$ cat src/rtl/scariv_bru_brtag_ctrl_pkg.sv
// Brtag pool configuration and shared types for the BRU brtag controller slice.
// scariv_conf_pkg holds the pool size, scariv_bru_pkg the tag/pointer types and helpers.
package scariv_conf_pkg;
    localparam int unsigned BRTAG_SIZE = 16;
endpackage

package scariv_bru_pkg;
    import scariv_conf_pkg::*;

    localparam int unsigned BRTAG_W = $clog2(BRTAG_SIZE);

    typedef logic [BRTAG_W-1:0] brtag_t;
    typedef logic [BRTAG_W:0]   brtag_cnt_t;

    // Tag index plus wrap bit; the wrap bit tells full from empty.
    typedef struct packed {
        logic   wrap;
        brtag_t tag;
    } brtag_ptr_t;

    // Number of set bits in mask[k-1:0].
    function automatic brtag_cnt_t prefix_popcnt(input logic [31:0] mask, input int unsigned k);
        brtag_cnt_t cnt;
        cnt = '0;
        for (int unsigned i = 0; i < 32; i++) begin
            if (i < k && mask[i]) begin
                cnt = cnt + brtag_cnt_t'(1);
            end
        end
        return cnt;
    endfunction
endpackage

$ cat src/rtl/scariv_bru_brtag_ctrl_if.sv
// Dispatch/BRU-facing signal bundle of the brtag controller.
// master = dispatch/BRU side, slave = brtag controller.
interface scariv_bru_brtag_ctrl_if
    import scariv_conf_pkg::*;
    import scariv_bru_pkg::*;
#(
    parameter int unsigned ALLOC_W = 2
) ();
    logic                       i_alloc_valid;
    logic [ALLOC_W-1:0]         i_alloc_mask;
    logic                       o_alloc_ready;
    brtag_t [ALLOC_W-1:0]       o_alloc_tag;
    logic                       i_resolve_valid;
    brtag_t                     i_resolve_tag;
    logic                       i_resolve_mispred;
    logic                       i_flush_all;
    logic [BRTAG_SIZE-1:0]      o_live_mask;
    brtag_cnt_t                 o_free_cnt;
    logic [31:0]                o_stat_stall_cnt;
    logic [31:0]                o_stat_squash_cnt;

    modport master (
        output i_alloc_valid, i_alloc_mask,
        output i_resolve_valid, i_resolve_tag, i_resolve_mispred, i_flush_all,
        input  o_alloc_ready, o_alloc_tag, o_live_mask, o_free_cnt,
        input  o_stat_stall_cnt, o_stat_squash_cnt
    );

    modport slave (
        input  i_alloc_valid, i_alloc_mask,
        input  i_resolve_valid, i_resolve_tag, i_resolve_mispred, i_flush_all,
        output o_alloc_ready, o_alloc_tag, o_live_mask, o_free_cnt,
        output o_stat_stall_cnt, o_stat_squash_cnt
    );
endinterface

$ cat src/rtl/scariv_bru_brtag_ctrl_retire_scan.sv
// In-order retire scan: counts the contiguous run of resolved live tags starting at rd_ptr.
module scariv_brtag_retire_scan
    import scariv_conf_pkg::*;
    import scariv_bru_pkg::*;
#(
    parameter int unsigned RETIRE_W = 2
) (
    input  logic [BRTAG_SIZE-1:0] i_resolved,
    input  brtag_t                i_rd_tag,
    input  brtag_cnt_t            i_count,
    output brtag_cnt_t            o_retire_cnt
);
    logic   stop;
    brtag_t idx;

    always_comb begin
        o_retire_cnt = '0;
        stop         = 1'b0;
        idx          = '0;
        for (int unsigned i = 0; i < RETIRE_W; i++) begin
            idx = i_rd_tag + brtag_t'(i);
            if (!stop && (brtag_cnt_t'(i) < i_count) && i_resolved[idx]) begin
                o_retire_cnt = o_retire_cnt + brtag_cnt_t'(1);
            end else begin
                stop = 1'b1;
            end
        end
    end
endmodule

$ cat src/rtl/scariv_bru_brtag_ctrl.sv
// Branch tag pool owner: in-order allocation, out-of-order resolve, in-order retire, mispredict squash.
// Optional statistics counters are built when SCARIV_BRTAG_STATS_EN is defined.
module scariv_bru_brtag_ctrl
    import scariv_conf_pkg::*;
    import scariv_bru_pkg::*;
#(
    parameter int unsigned ALLOC_W  = 2,
    parameter int unsigned RETIRE_W = 2
) (
    input logic                    i_clk,
    input logic                    i_reset_n,
    scariv_bru_brtag_ctrl_if.slave bus
);
    brtag_ptr_t            wr_ptr, rd_ptr, wr_nxt, rd_nxt;
    brtag_cnt_t            count, count_nxt, alloc_n, scan_n, retire_n;
    brtag_cnt_t            res_off_ext, mis_ptr, free_q;
    brtag_t                res_off;
    logic [BRTAG_SIZE-1:0] resolved, resolved_nxt, live_nxt, live_q;
    logic                  res_live, mis_req, mis_apply, alloc_ready, fire;
    brtag_t [ALLOC_W-1:0]  alloc_tag;

    assign count       = brtag_cnt_t'(wr_ptr) - brtag_cnt_t'(rd_ptr);
    assign alloc_n     = prefix_popcnt(32'(bus.i_alloc_mask), ALLOC_W);
    assign mis_req     = bus.i_resolve_valid & bus.i_resolve_mispred;
    assign alloc_ready = ((32'(count) + 32'(alloc_n)) <= BRTAG_SIZE) && !bus.i_flush_all && !mis_req;
    assign fire        = bus.i_alloc_valid & alloc_ready;

    // Age of the resolved tag relative to the oldest live tag.
    assign res_off     = bus.i_resolve_tag - rd_ptr.tag;
    assign res_off_ext = {1'b0, res_off};
    assign res_live    = res_off_ext < count;
    assign mis_apply   = mis_req & res_live & !bus.i_flush_all;
    assign mis_ptr     = brtag_cnt_t'(rd_ptr) + res_off_ext;

    always_comb begin
        alloc_tag = '0;
        for (int unsigned k = 0; k < ALLOC_W; k++) begin
            alloc_tag[k] = wr_ptr.tag + brtag_t'(prefix_popcnt(32'(bus.i_alloc_mask), k));
        end
    end

    scariv_brtag_retire_scan #(
        .RETIRE_W (RETIRE_W)
    ) u_retire_scan (
        .i_resolved   (resolved),
        .i_rd_tag     (rd_ptr.tag),
        .i_count      (count),
        .o_retire_cnt (scan_n)
    );

    // A mispredicted tag that was already resolved must not let retire run past it.
    assign retire_n = (mis_apply && (scan_n > res_off_ext + brtag_cnt_t'(1))) ?
                      res_off_ext + brtag_cnt_t'(1) : scan_n;

    always_comb begin
        brtag_t off;
        rd_nxt       = rd_ptr;
        wr_nxt       = wr_ptr;
        resolved_nxt = resolved;
        off          = '0;
        if (bus.i_flush_all) begin
            rd_nxt       = '0;
            wr_nxt       = '0;
            resolved_nxt = '0;
        end else begin
            rd_nxt = brtag_ptr_t'(brtag_cnt_t'(rd_ptr) + retire_n);
            if (mis_apply) begin
                wr_nxt = brtag_ptr_t'(mis_ptr + brtag_cnt_t'(1));
            end else if (fire) begin
                wr_nxt = brtag_ptr_t'(brtag_cnt_t'(wr_ptr) + alloc_n);
            end
            if (bus.i_resolve_valid && res_live) begin
                resolved_nxt[bus.i_resolve_tag] = 1'b1;
            end
            for (int unsigned i = 0; i < BRTAG_SIZE; i++) begin
                off = brtag_t'(i) - rd_ptr.tag;
                if ({1'b0, off} < retire_n) begin
                    resolved_nxt[i] = 1'b0;
                end
                if (mis_apply && (off > res_off) && ({1'b0, off} < count)) begin
                    resolved_nxt[i] = 1'b0;
                end
                if (fire && ({1'b0, off} >= count) && ({1'b0, off} < count + alloc_n)) begin
                    resolved_nxt[i] = 1'b0;
                end
            end
        end
    end

    always_comb begin
        count_nxt = brtag_cnt_t'(wr_nxt) - brtag_cnt_t'(rd_nxt);
        live_nxt  = '0;
        for (int unsigned i = 0; i < BRTAG_SIZE; i++) begin
            live_nxt[i] = {1'b0, brtag_t'(brtag_t'(i) - rd_nxt.tag)} < count_nxt;
        end
    end

    always_ff @(posedge i_clk or negedge i_reset_n) begin
        if (!i_reset_n) begin
            wr_ptr   <= '0;
            rd_ptr   <= '0;
            resolved <= '0;
            live_q   <= '0;
            free_q   <= brtag_cnt_t'(BRTAG_SIZE);
        end else begin
            wr_ptr   <= wr_nxt;
            rd_ptr   <= rd_nxt;
            resolved <= resolved_nxt;
            live_q   <= live_nxt;
            free_q   <= brtag_cnt_t'(BRTAG_SIZE) - count_nxt;
        end
    end

    assign bus.o_alloc_ready = alloc_ready;
    assign bus.o_alloc_tag   = alloc_tag;
    assign bus.o_live_mask   = live_q;
    assign bus.o_free_cnt    = free_q;

`ifdef SCARIV_BRTAG_STATS_EN
    logic [31:0] stall_cnt, squash_cnt;
    brtag_cnt_t  squash_n;

    assign squash_n = count - res_off_ext - brtag_cnt_t'(1);

    always_ff @(posedge i_clk or negedge i_reset_n) begin
        if (!i_reset_n) begin
            stall_cnt  <= '0;
            squash_cnt <= '0;
        end else begin
            if (bus.i_alloc_valid && !alloc_ready && (stall_cnt != '1)) begin
                stall_cnt <= stall_cnt + 32'd1;
            end
            if (mis_apply) begin
                squash_cnt <= (squash_cnt > ('1 - 32'(squash_n))) ? '1 : squash_cnt + 32'(squash_n);
            end
        end
    end

    assign bus.o_stat_stall_cnt  = stall_cnt;
    assign bus.o_stat_squash_cnt = squash_cnt;
`else
    assign bus.o_stat_stall_cnt  = '0;
    assign bus.o_stat_squash_cnt = '0;
`endif

    resolve_live_a: assert property (@(posedge i_clk) disable iff (!i_reset_n)
        (bus.i_resolve_valid && !bus.i_flush_all) |-> res_live);
endmodule
$ cat src/flat_wrapper.sv
// flat-port wrapper written by rule: the top's interface ports become plain ports
module scariv_bru_brtag_ctrl_flat import scariv_conf_pkg::*; import scariv_bru_pkg::*;
#(
    parameter int unsigned ALLOC_W  = 2,
    parameter int unsigned RETIRE_W = 2
)
  (i_clk, i_reset_n, bus_i_alloc_valid, bus_i_alloc_mask, bus_i_resolve_valid, bus_i_resolve_tag, bus_i_resolve_mispred, bus_i_flush_all, bus_o_alloc_ready, bus_o_alloc_tag, bus_o_live_mask, bus_o_free_cnt, bus_o_stat_stall_cnt, bus_o_stat_squash_cnt);
  scariv_bru_brtag_ctrl_if #(.ALLOC_W(ALLOC_W)) bus_i ();
  input logic i_clk;
  input logic i_reset_n;
  input wire logic [$bits(bus_i.i_alloc_valid)-1:0] bus_i_alloc_valid;
  input wire logic [$bits(bus_i.i_alloc_mask)-1:0] bus_i_alloc_mask;
  input wire logic [$bits(bus_i.i_resolve_valid)-1:0] bus_i_resolve_valid;
  input wire logic [$bits(bus_i.i_resolve_tag)-1:0] bus_i_resolve_tag;
  input wire logic [$bits(bus_i.i_resolve_mispred)-1:0] bus_i_resolve_mispred;
  input wire logic [$bits(bus_i.i_flush_all)-1:0] bus_i_flush_all;
  output wire logic [$bits(bus_i.o_alloc_ready)-1:0] bus_o_alloc_ready;
  output wire logic [$bits(bus_i.o_alloc_tag)-1:0] bus_o_alloc_tag;
  output wire logic [$bits(bus_i.o_live_mask)-1:0] bus_o_live_mask;
  output wire logic [$bits(bus_i.o_free_cnt)-1:0] bus_o_free_cnt;
  output wire logic [$bits(bus_i.o_stat_stall_cnt)-1:0] bus_o_stat_stall_cnt;
  output wire logic [$bits(bus_i.o_stat_squash_cnt)-1:0] bus_o_stat_squash_cnt;
  assign bus_i.i_alloc_valid = bus_i_alloc_valid;
  assign bus_i.i_alloc_mask = bus_i_alloc_mask;
  assign bus_i.i_resolve_valid = bus_i_resolve_valid;
  assign bus_i.i_resolve_tag = bus_i_resolve_tag;
  assign bus_i.i_resolve_mispred = bus_i_resolve_mispred;
  assign bus_i.i_flush_all = bus_i_flush_all;
  assign bus_o_alloc_ready = bus_i.o_alloc_ready;
  assign bus_o_alloc_tag = bus_i.o_alloc_tag;
  assign bus_o_live_mask = bus_i.o_live_mask;
  assign bus_o_free_cnt = bus_i.o_free_cnt;
  assign bus_o_stat_stall_cnt = bus_i.o_stat_stall_cnt;
  assign bus_o_stat_squash_cnt = bus_i.o_stat_squash_cnt;
  scariv_bru_brtag_ctrl #(.ALLOC_W(ALLOC_W), .RETIRE_W(RETIRE_W)) u_core (.i_clk(i_clk), .i_reset_n(i_reset_n), .bus(bus_i));
endmodule
$ cat config.mk
export PLATFORM = sky130hd
export DESIGN_NAME = scariv_bru_brtag_ctrl_flat
export DESIGN_NICKNAME = d
export VERILOG_FILES = /design/src/rtl/scariv_bru_brtag_ctrl_pkg.sv /design/src/rtl/scariv_bru_brtag_ctrl_if.sv /design/src/rtl/scariv_bru_brtag_ctrl_retire_scan.sv /design/src/rtl/scariv_bru_brtag_ctrl.sv /design/src/flat_wrapper.sv
export SDC_FILE = /design/constraint.sdc
export NUM_CORES = 1
export LEC_CHECK = 0
export ABC_CLOCK_PERIOD_IN_PS = 19350
export BUFFER_PORTS_ARGS = -buffer_cell sky130_fd_sc_hd__buf_4
export CAP_MARGIN = 20
export CORE_UTILIZATION = 53
export CTS_CLUSTER_SIZE = 40
export DETAILED_ROUTE_END_ITERATION = 6
export GPL_TIMING_DRIVEN = 1
export PLACE_DENSITY_LB_ADDON = 0.08
export SYNTH_ARGS = -nofsm -noshare
export SYNTH_HDL_FRONTEND = slang
export SYNTH_HIERARCHICAL = 1
export SYNTH_SLANG_ARGS = --single-unit
$ cat constraint.sdc
create_clock -name i_clk -period 19.35 [get_ports i_clk]
set_input_delay 1.935 -clock i_clk [delete_from_list [all_inputs] [get_ports i_clk]]
set_output_delay 1.935 -clock i_clk [all_outputs]
set_load 0.005 [all_outputs]
======== Word level (Yosys, flattened, before mapping) ========
Index checks and enable logic that the tools add are counted.
word-level totals
  register bits after elaboration ......... 47
  bits of input ports ..................... 12
  output and inout bits ................... 94
  logic and storage cells ................. 334
cells by class
  add/subtract/negate cells ............... 47
  order comparisons ....................... 105
  muxes and demuxes ....................... 65
  bitwise operators ....................... 5
  reductions and logical operators ........ 90
operators with widths
  operator                                                          count
  less-than comparator 4 x 5 -> 1 bit                               65
  >= comparator 4 x 5 -> 1 bit                                      16
  nonzero test 5 bit                                                16
  logical AND 1 bit                                                 72
  > comparator 4 bit                                                16
  subtractor 4 bit (first input constant)                           16
  two-way mux 1 bit                                                 53
  less-or-equal comparator 32 x 5 -> 1 bit (second input constant)  1
  two-way mux 16 bit                                                2
  subtractor 3 x 4 -> 4 bit (first input constant)                  8
  two-way mux 5 bit                                                 5
  bitwise OR 16 bit                                                 1
  subtractor 1 x 4 -> 4 bit (first input constant)                  4
  subtractor 2 x 4 -> 4 bit (first input constant)                  4
  adder 5 bit                                                       3
  less-than comparator 4 x 5 -> 1 bit (second input constant)       3
  less-than comparator 1 x 5 -> 1 bit (first input constant)        2
  subtractor 5 bit                                                  2
  binary-select mux 1 bit (select 4 bit)                            2
  adder 5 x 5 -> 6 bit                                              1
  adder 4 x 1 -> 5 bit (second input constant)                      1
  adder 5 x 1 -> 5 bit (second input constant)                      1
  adder 5 x 4 -> 5 bit                                              1
  > comparator 2 x 5 -> 1 bit                                       1
  other kinds (10)                                                  16

======== Longest topological paths before layout ========
Gate-level depths: netlist of the first run.
  depth after elaboration ................. 14
  gate-level depth with buffers ........... 33
  depth with buffers taken out ............ 31

======== By module ========
The synthesis of the first run kept the hierarchy.
by module, submodules not included
  module                    instances  cells each  area an instance (um^2)  seq. area each (um^2)
  scariv_bru_brtag_ctrl     1          864         7469.7                   1177.4
  scariv_brtag_retire_scan  1          27          376.6                    0.0

======== Least setup slack after synthesis of the first run ========
No wires, ideal clock.
  kind .................................... input -> register
  from .................................... in bus_i_resolve_tag[0]
  to ...................................... reg u_core.live_q[14], in the netlist u_core/bus.o_live_mask[14]
  library setup time ...................... 0.066 ns
  data arrival time ....................... 8.316 ns
  data required time ...................... 19.284 ns
  setup slack ............................. 10.967 ns
  stages on the path ...................... 24
  path buffers ............................ 1
  path through ............................ clkbuf_1 > inv_1 > ha_1 > fa_1 > xnor2_1 > nand3_1 > xnor2_1 > inv_1 > ha_1 > and4_1 > a2111oi_0 > o31ai_1 > a21oi_4 > mux2_2 > fa_1 > xnor2_1 > nor2_1 > inv_1 > ha_1 > xnor2_1 > ha_1 > a21o_1 > maj3_1 > nand3_2
RTL lines
  element               RTL line                      text
  start, declared       flat_wrapper.sv:14            input wire logic [$bits(bus_i.i_resolve_tag)-1:0] bus_i_resolve_tag;
  end signal, assigned  scariv_bru_brtag_ctrl.sv:109  live_q <= live_nxt;
  end, declared         scariv_bru_brtag_ctrl.sv:18   logic [BRTAG_SIZE-1:0] resolved, resolved_nxt, live_nxt, live_q;

==> reports/metrics.yaml, run 1 <==
grt_max_degree: 48
grt_antenna_before_repair: 0
drv_slew: 0
viasPerCell: 5.81
yosysWarnings: 6
status: "finished clean"
start_util: 0.542
cts_tree: "done"
fp.dieArea_um2: 15300
grt_use_total: 0.289
seq_area_frac_synth: 0.150
drt_iter0_markers: 420
drtPass1Iterations: 5
clock.fmax_mhz: 113
io_pins: 106
grt_overflow: 0
diodes: 0
slew_headroom: 0.301
dp_hpwl_um: 16300
vias: 6438
min_period_over_period: 0.456
fin_crit_ns: 8.83
grt_pass1_vias: 6395
routedWlPerCell_um: 19.1
cp-startpoint: "bus_i_resolve_tag[0]"
area_growth_pct: 5.28
avgSynthCellArea_um2: 8.81
coreArea_um2: 14500
min_path_type: "flip-flop to flip-flop"
die_h_um: 124
wirelength_um: 21100
cts_setup_buffers: 0
numCtsBuffers: 5
fp.dieW_um: 124
crit_path_max_fanout: 16
finalSetupTns_ns: 0
synth_cells: 891
synthesis.area_um2: 7850
fin_area_um2: 8260
drive_gt1_frac: 0.0952
nNetsFinal: 1115
worstPathArrival_ns: 8.95
htree_levels: 2
clock_sinks: 47
hp-start: "u_core/resolved[14]$_DFFE_PN0P_"
cp-start-kind: "input pin"
finalSetupViolCount: 0
cts_resized: 0
criticalPathCategory: "input pin to flip-flop"
drcViolationCount: 0
clock_latency_ns: 0.29
hold_violations: 0
path_clk_slew_ns: 0.07
cts_buffer_depth: 2
timing.hold.ws_ns: 0.592
ant_nets: 0
clock_skew_ns: 0.00931
async_flop_share: 1.00
cts-root-buf: "clkbuf_16"
synth_flop_cell: "dfrtp_1"
grt_pass1_wl_um: 33600
min_to: "u_core/resolved[14]$_DFFE_PN0P_"
synth-seq-cells: 47
worst_slew_pin_slew_ns: 1.04
r2r_slack_ns: 10.57
worstReg2RegStart: "u_core/rd_ptr[2]$_DFF_PN0_"
hold_buffers: 0
min_delay_path_depth: 2
fill_cells: 1319
cp-end-kind: "flip-flop"
worstPathRequired_ns: 19.47
rr_endpoint: "u_core/bus.o_live_mask[4]$_DFF_PN0_"
ff2ff_path_depth: 26
synth_edf_count: 0
ys_types: 64
cap_violations: 0
rsz0062_at_grt: "no"
gp_congestion: 0.932
io_buffers: 41
num_rows: 44
post_dp_cell_area_um2: 8060
## kinds of logic after synthesis
| kind of cell | count (synthesis) | share of synthesized area |
|---|---|---|
| fa+ha+maj | 199 | 0.318 |
| mux | 18 | 0.0403 |
| buf+inv | 159 | 0.114 |
| flops | 47 | 0.150 |
| xor+xnor | 51 | 0.0635 |
| other cells | 2 | 0.000957 |
| compound gates | 250 | 0.208 |
| simple gates | 165 | 0.105 |
## cell usage after synthesis, drive strengths merged (3+ instances only)
master	number	area, um2
xnor2	33	312
a31oi	10	62.6
inv	65	244
o211ai	17	128
nor3b	3	22.5
xor2	17	164
nor3	24	120
nand3	20	150
and2	5	31.3
a21o	63	473
maj3	19	191
nand4	6	37.5
nand2b	5	31.3
a21oi	90	473
mux2i	8	80.1
o22ai	3	18.8
clkbuf	15	56.3
dfrtp	46	1150
nand2	26	97.6
o21bai	8	60.1
fa	7	140
o21a	3	22.5
buf	78	591
mux4	8	210
ha	173	2160
nor2b	8	50.1
o311ai	3	26.3
a211oi	11	82.6
o21ai	22	110
a31o	4	35.0
nor2	60	225
o2111ai	5	43.8
## worst max-delay path by stage
stage / to / slack (ns) / cells past startpoint
floorplan: u_core/bus.o_live_mask[14]$_DFF_PN0_ / 10.97 / 24
global placement: u_core/bus.o_live_mask[7]$_DFF_PN0_ / 10.22 / 27
detailed placement: u_core/bus.o_live_mask[12]$_DFF_PN0_ / 9.80 / 26
CTS: u_core/bus.o_live_mask[10]$_DFF_PN0_ / 10.09 / 26
global route: u_core/bus.o_live_mask[8]$_DFF_PN0_ / 9.89 / 25
finish: u_core/bus.o_live_mask[4]$_DFF_PN0_ / 10.52 / 25
## area by class of cell
type | count | area [um2] | area share
repair buffers | 53 | 398 | 0.0482
clock buffers | 6 | 129 | 0.0156
clock inverters | 2 | 60.1 | 0.00727
flip-flops and latches | 47 | 1180 | 0.143
well taps | 184 | 230 | 0.0279
multi-input cells | 750 | 6020 | 0.729
inverters | 66 | 248 | 0.0300
## cells in the final DEF (no fill, tap or decap), types with 6 or more instances in the layout
cell type,synthesis,layout
a211oi_1,11,11
a21o_1,63,63
a21oi_1,88,88
a31oi_1,10,10
buf_4,73,53
conb_1,2,67
dfrtp_1,46,46
fa_1,7,7
ha_1,173,173
inv_1,63,63
maj3_1,18,18
mux2i_1,8,8
mux4_1,8,8
nand2_1,26,26
nand3_1,10,10
nand3_2,10,10
nand4_1,6,6
nor2_1,60,60
nor2b_1,8,8
nor3_1,24,24
o211ai_1,17,17
o21ai_0,20,20
o21bai_1,8,8
xnor2_1,30,30
xor2_1,15,15
## flip-flops by register name (all words and copies together), names as in the netlist
signal and cells:
u_core/bus.o_free_cnt 5, u_core/rd_ptr 5, u_core/wr_ptr 5, u_core/bus.o_live_mask 16, u_core/resolved 16
## critical path, stage by stage
cell and delay (ns):
buf_4 0.14, inv_1 0.13, ha_1 0.26, o21ai_1 0.23
xor2_2 0.79, inv_2 0.16, xnor2_1 0.21, inv_1 0.07
ha_1 0.30, and4_1 0.19, a2111oi_0 0.49, o31ai_1 0.21
a21oi_4 0.25, nor2_1 0.06, a21oi_1 0.18, inv_1 0.24
ha_1 0.41, xnor2_1 0.16, nor2_1 0.52, inv_1 0.30
ha_1 0.39, a21o_1 0.20, a21oi_1 0.25, or3_1 0.65
o2111ai_1 0.22
## through the flow
step | cells | worst slack [ns] | util
floorplan | 956 | 10.97 | -
global placement | 1099 | 10.22 | 0.557
detailed placement | 1099 | 9.80 | 0.557
CTS | 1107 | 10.09 | 0.570
global route | 1108 | 9.89 | 0.571
finish | 1108 | 10.52 | 0.571
## layer usage
metal | part of all wire | vias up | track usage
li1 | - | 3131 | -
met1 | 0.45 | 3072 | 0.380
met2 | 0.46 | 195 | 0.470
met3 | 0.061 | 40 | 0.0476
met4 | 0.033 | 0 | 0.116
met5 | 0 | - | 0
Power of run 1 is not shown: default switching activity piles up to over one toggle a cycle in this logic, so the estimate is an artifact.
==> run 2: changes to the inputs <==
- ABC_CLOCK_PERIOD_IN_PS: 19350 -> 7700
- clock period: 19.35 -> 7.7 ns (I/O delays scaled with it)
==> run 2 against run 1 <==
Effect of this change: wire length rose by 3.6%; critical path depth up 6; global-route usage increased by 0.80 points; cell area grew 1.3%; clock skew rose by 0.0020 ns; final cell count increased by 0.90%; register-to-register slack worse by 10 ns; die area is the same; count of clock-buffer cells in the layout unchanged; setup slack worse by 10 ns; first-iteration DRC count is 24% higher.
==> reports/metrics.yaml, run 2 (synthesized netlist as in run 1, its figures left out) <==
grt_antenna_before_repair: 0  # unchanged
r2r_slack_ns: 0.36  # -10.21 ns
start_util: 0.542  # unchanged
max_stage_delay_ns: 0.59  # -0.20 ns
diodes: 0  # unchanged
drt_iter0_markers: 520  # +24%
vias: 6585  # +2.3%
htree_levels: 2  # unchanged
grt_overflow: 0  # unchanged
num_rows: 44  # unchanged
coreArea_um2: 14500  # unchanged
fin_area_um2: 8370  # +1.3%
finalSetupViolCount: 0  # unchanged
nNetsFinal: 1125  # +0.90%
ant_nets: 0  # unchanged
final_util: 0.578  # +0.00769
viasPerCell: 5.89  # +1.4%
post_dp_cell_area_um2: 8140  # +0.95%
cpMostUsedCell: "ha_1"
grt_use_total: 0.297  # +0.00801
die_h_um: 124  # unchanged
routedWlPerCell_um: 19.6  # +2.7%
final_cell_mix: "ha_1, a21oi_1, conb_1, inv_1, a21o_1"
worst_slew_pin_slew_ns: 1.22  # +0.179 ns
drv_slew: 0  # unchanged
drcViolationCount: 0  # unchanged
fin_crit_ns: 7.34
clock_sinks: 47  # unchanged
min_path_type: "input pin to async pin"
clock_skew_ns: 0.0113  # +0.00203 ns
crit_path_max_fanout: 11  # -5
worstPathRequired_ns: 7.85  # -11.62 ns
mostFrequentLayoutCell: "ha_1"
grt_max_degree: 48  # unchanged
slew_headroom: 0.181  # -0.120
worstPathArrival_ns: 7.49  # -1.46 ns
io_buffers: 41  # unchanged
gp_congestion: 0.987  # +6.0%
fp.dieW_um: 124  # unchanged
wirelength_um: 21900  # +3.6%
grt_pass1_wl_um: 34600  # +3.0%
path_clk_slew_ns: 0.06  # about the same
min_period_over_period: 0.953
fp.dieArea_um2: 15300  # unchanged
cts_tree: "done"
io_pins: 106  # unchanged
clock_latency_ns: 0.29  # about the same
status: "finished clean"
cp-start-kind: "flip-flop"
clock.fmax_mhz: 136
hold_violations: 0  # unchanged
timing.hold.ws_ns: 0.479  # -0.113 ns
area_growth_pct: 6.70
cp-end-kind: "flip-flop"
cts_buffer_depth: 2  # unchanged
cts-root-buf: "clkbuf_16"
cap_violations: 0  # unchanged
criticalPathCategory: "flip-flop to flip-flop"
drive_gt1_frac: 0.109  # +0.0140
drtPass1Iterations: 5  # unchanged
cp_slowest_cell: "or4_1"
grt_pass1_vias: 6597  # +3.2%
dp_hpwl_um: 17000  # +4.3%
numCtsBuffers: 5  # unchanged
## run 2: path summary, 6_finish.rpt
path	start	endpoint	cells past startpoint
worst max register to register	u_core/wr_ptr[0]$_DFF_PN0_	u_core/bus.o_live_mask[7]$_DFF_PN0_	31
worst min register to register	u_core/resolved[6]$_DFFE_PN0P_	u_core/resolved[6]$_DFFE_PN0P_	2
worst min-delay path	i_reset_n	u_core/resolved[0]$_DFFE_PN0P_	1
max in group asynchronous	i_reset_n	u_core/rd_ptr[1]$_DFF_PN0_	1
min in group i_clk	u_core/resolved[6]$_DFFE_PN0P_	u_core/resolved[6]$_DFFE_PN0P_	2
worst max-delay path	u_core/wr_ptr[0]$_DFF_PN0_	u_core/bus.o_live_mask[7]$_DFF_PN0_	31
## run 2: metal layers
metal	track usage	share of wire	wire length, um	vias to the layer above
met3	0.0426	0.050	1090	39
met4	0.111	0.034	743	0
met2	0.499	0.47	10300	222
met1	0.385	0.45	9740	3165
li1	-	-	-	3159
met5	0	0	0	-
## run 2: metrics by stage
step	setup TNS, ns	instances	setup WS, ns
2_1_floorplan	0	956	0.125
3_3_place_gp	0	1108	0.593
3_5_place_dp	0	1108	0.274
4_1_cts	0	1116	0.243
5_1_grt	-0.00376	1118	-0.00376
6_report	0	1118	0.360
## run 2: layout make-up
cell class / count / area, um2
timing repair buffer: 63 / 485
multi-input combinational: 750 / 6040
clock buffer: 6 / 129
clock inverter: 2 / 60.1
inverter: 66 / 248
tap: 184 / 230
fill: 1314 / 6110
sequential: 47 / 1180
## run 2: worst max-delay path, delay by kind of cell, from the launching register on
family | cells | cell delay [ns]
flops | 1 | 0.43
fa+ha+maj | 8 | 2.48
compound gates | 8 | 1.96
buf+inv | 7 | 0.92
xor+xnor | 3 | 0.45
simple gates | 5 | 0.97
## run 2: repair_timing
action	CTS	global route
gates resized for setup	0	3
hold buffers	0	0
endpoints found under the setup margin	0	16
buffers inserted	0	2
Power of run 2 is left out for the same reason.
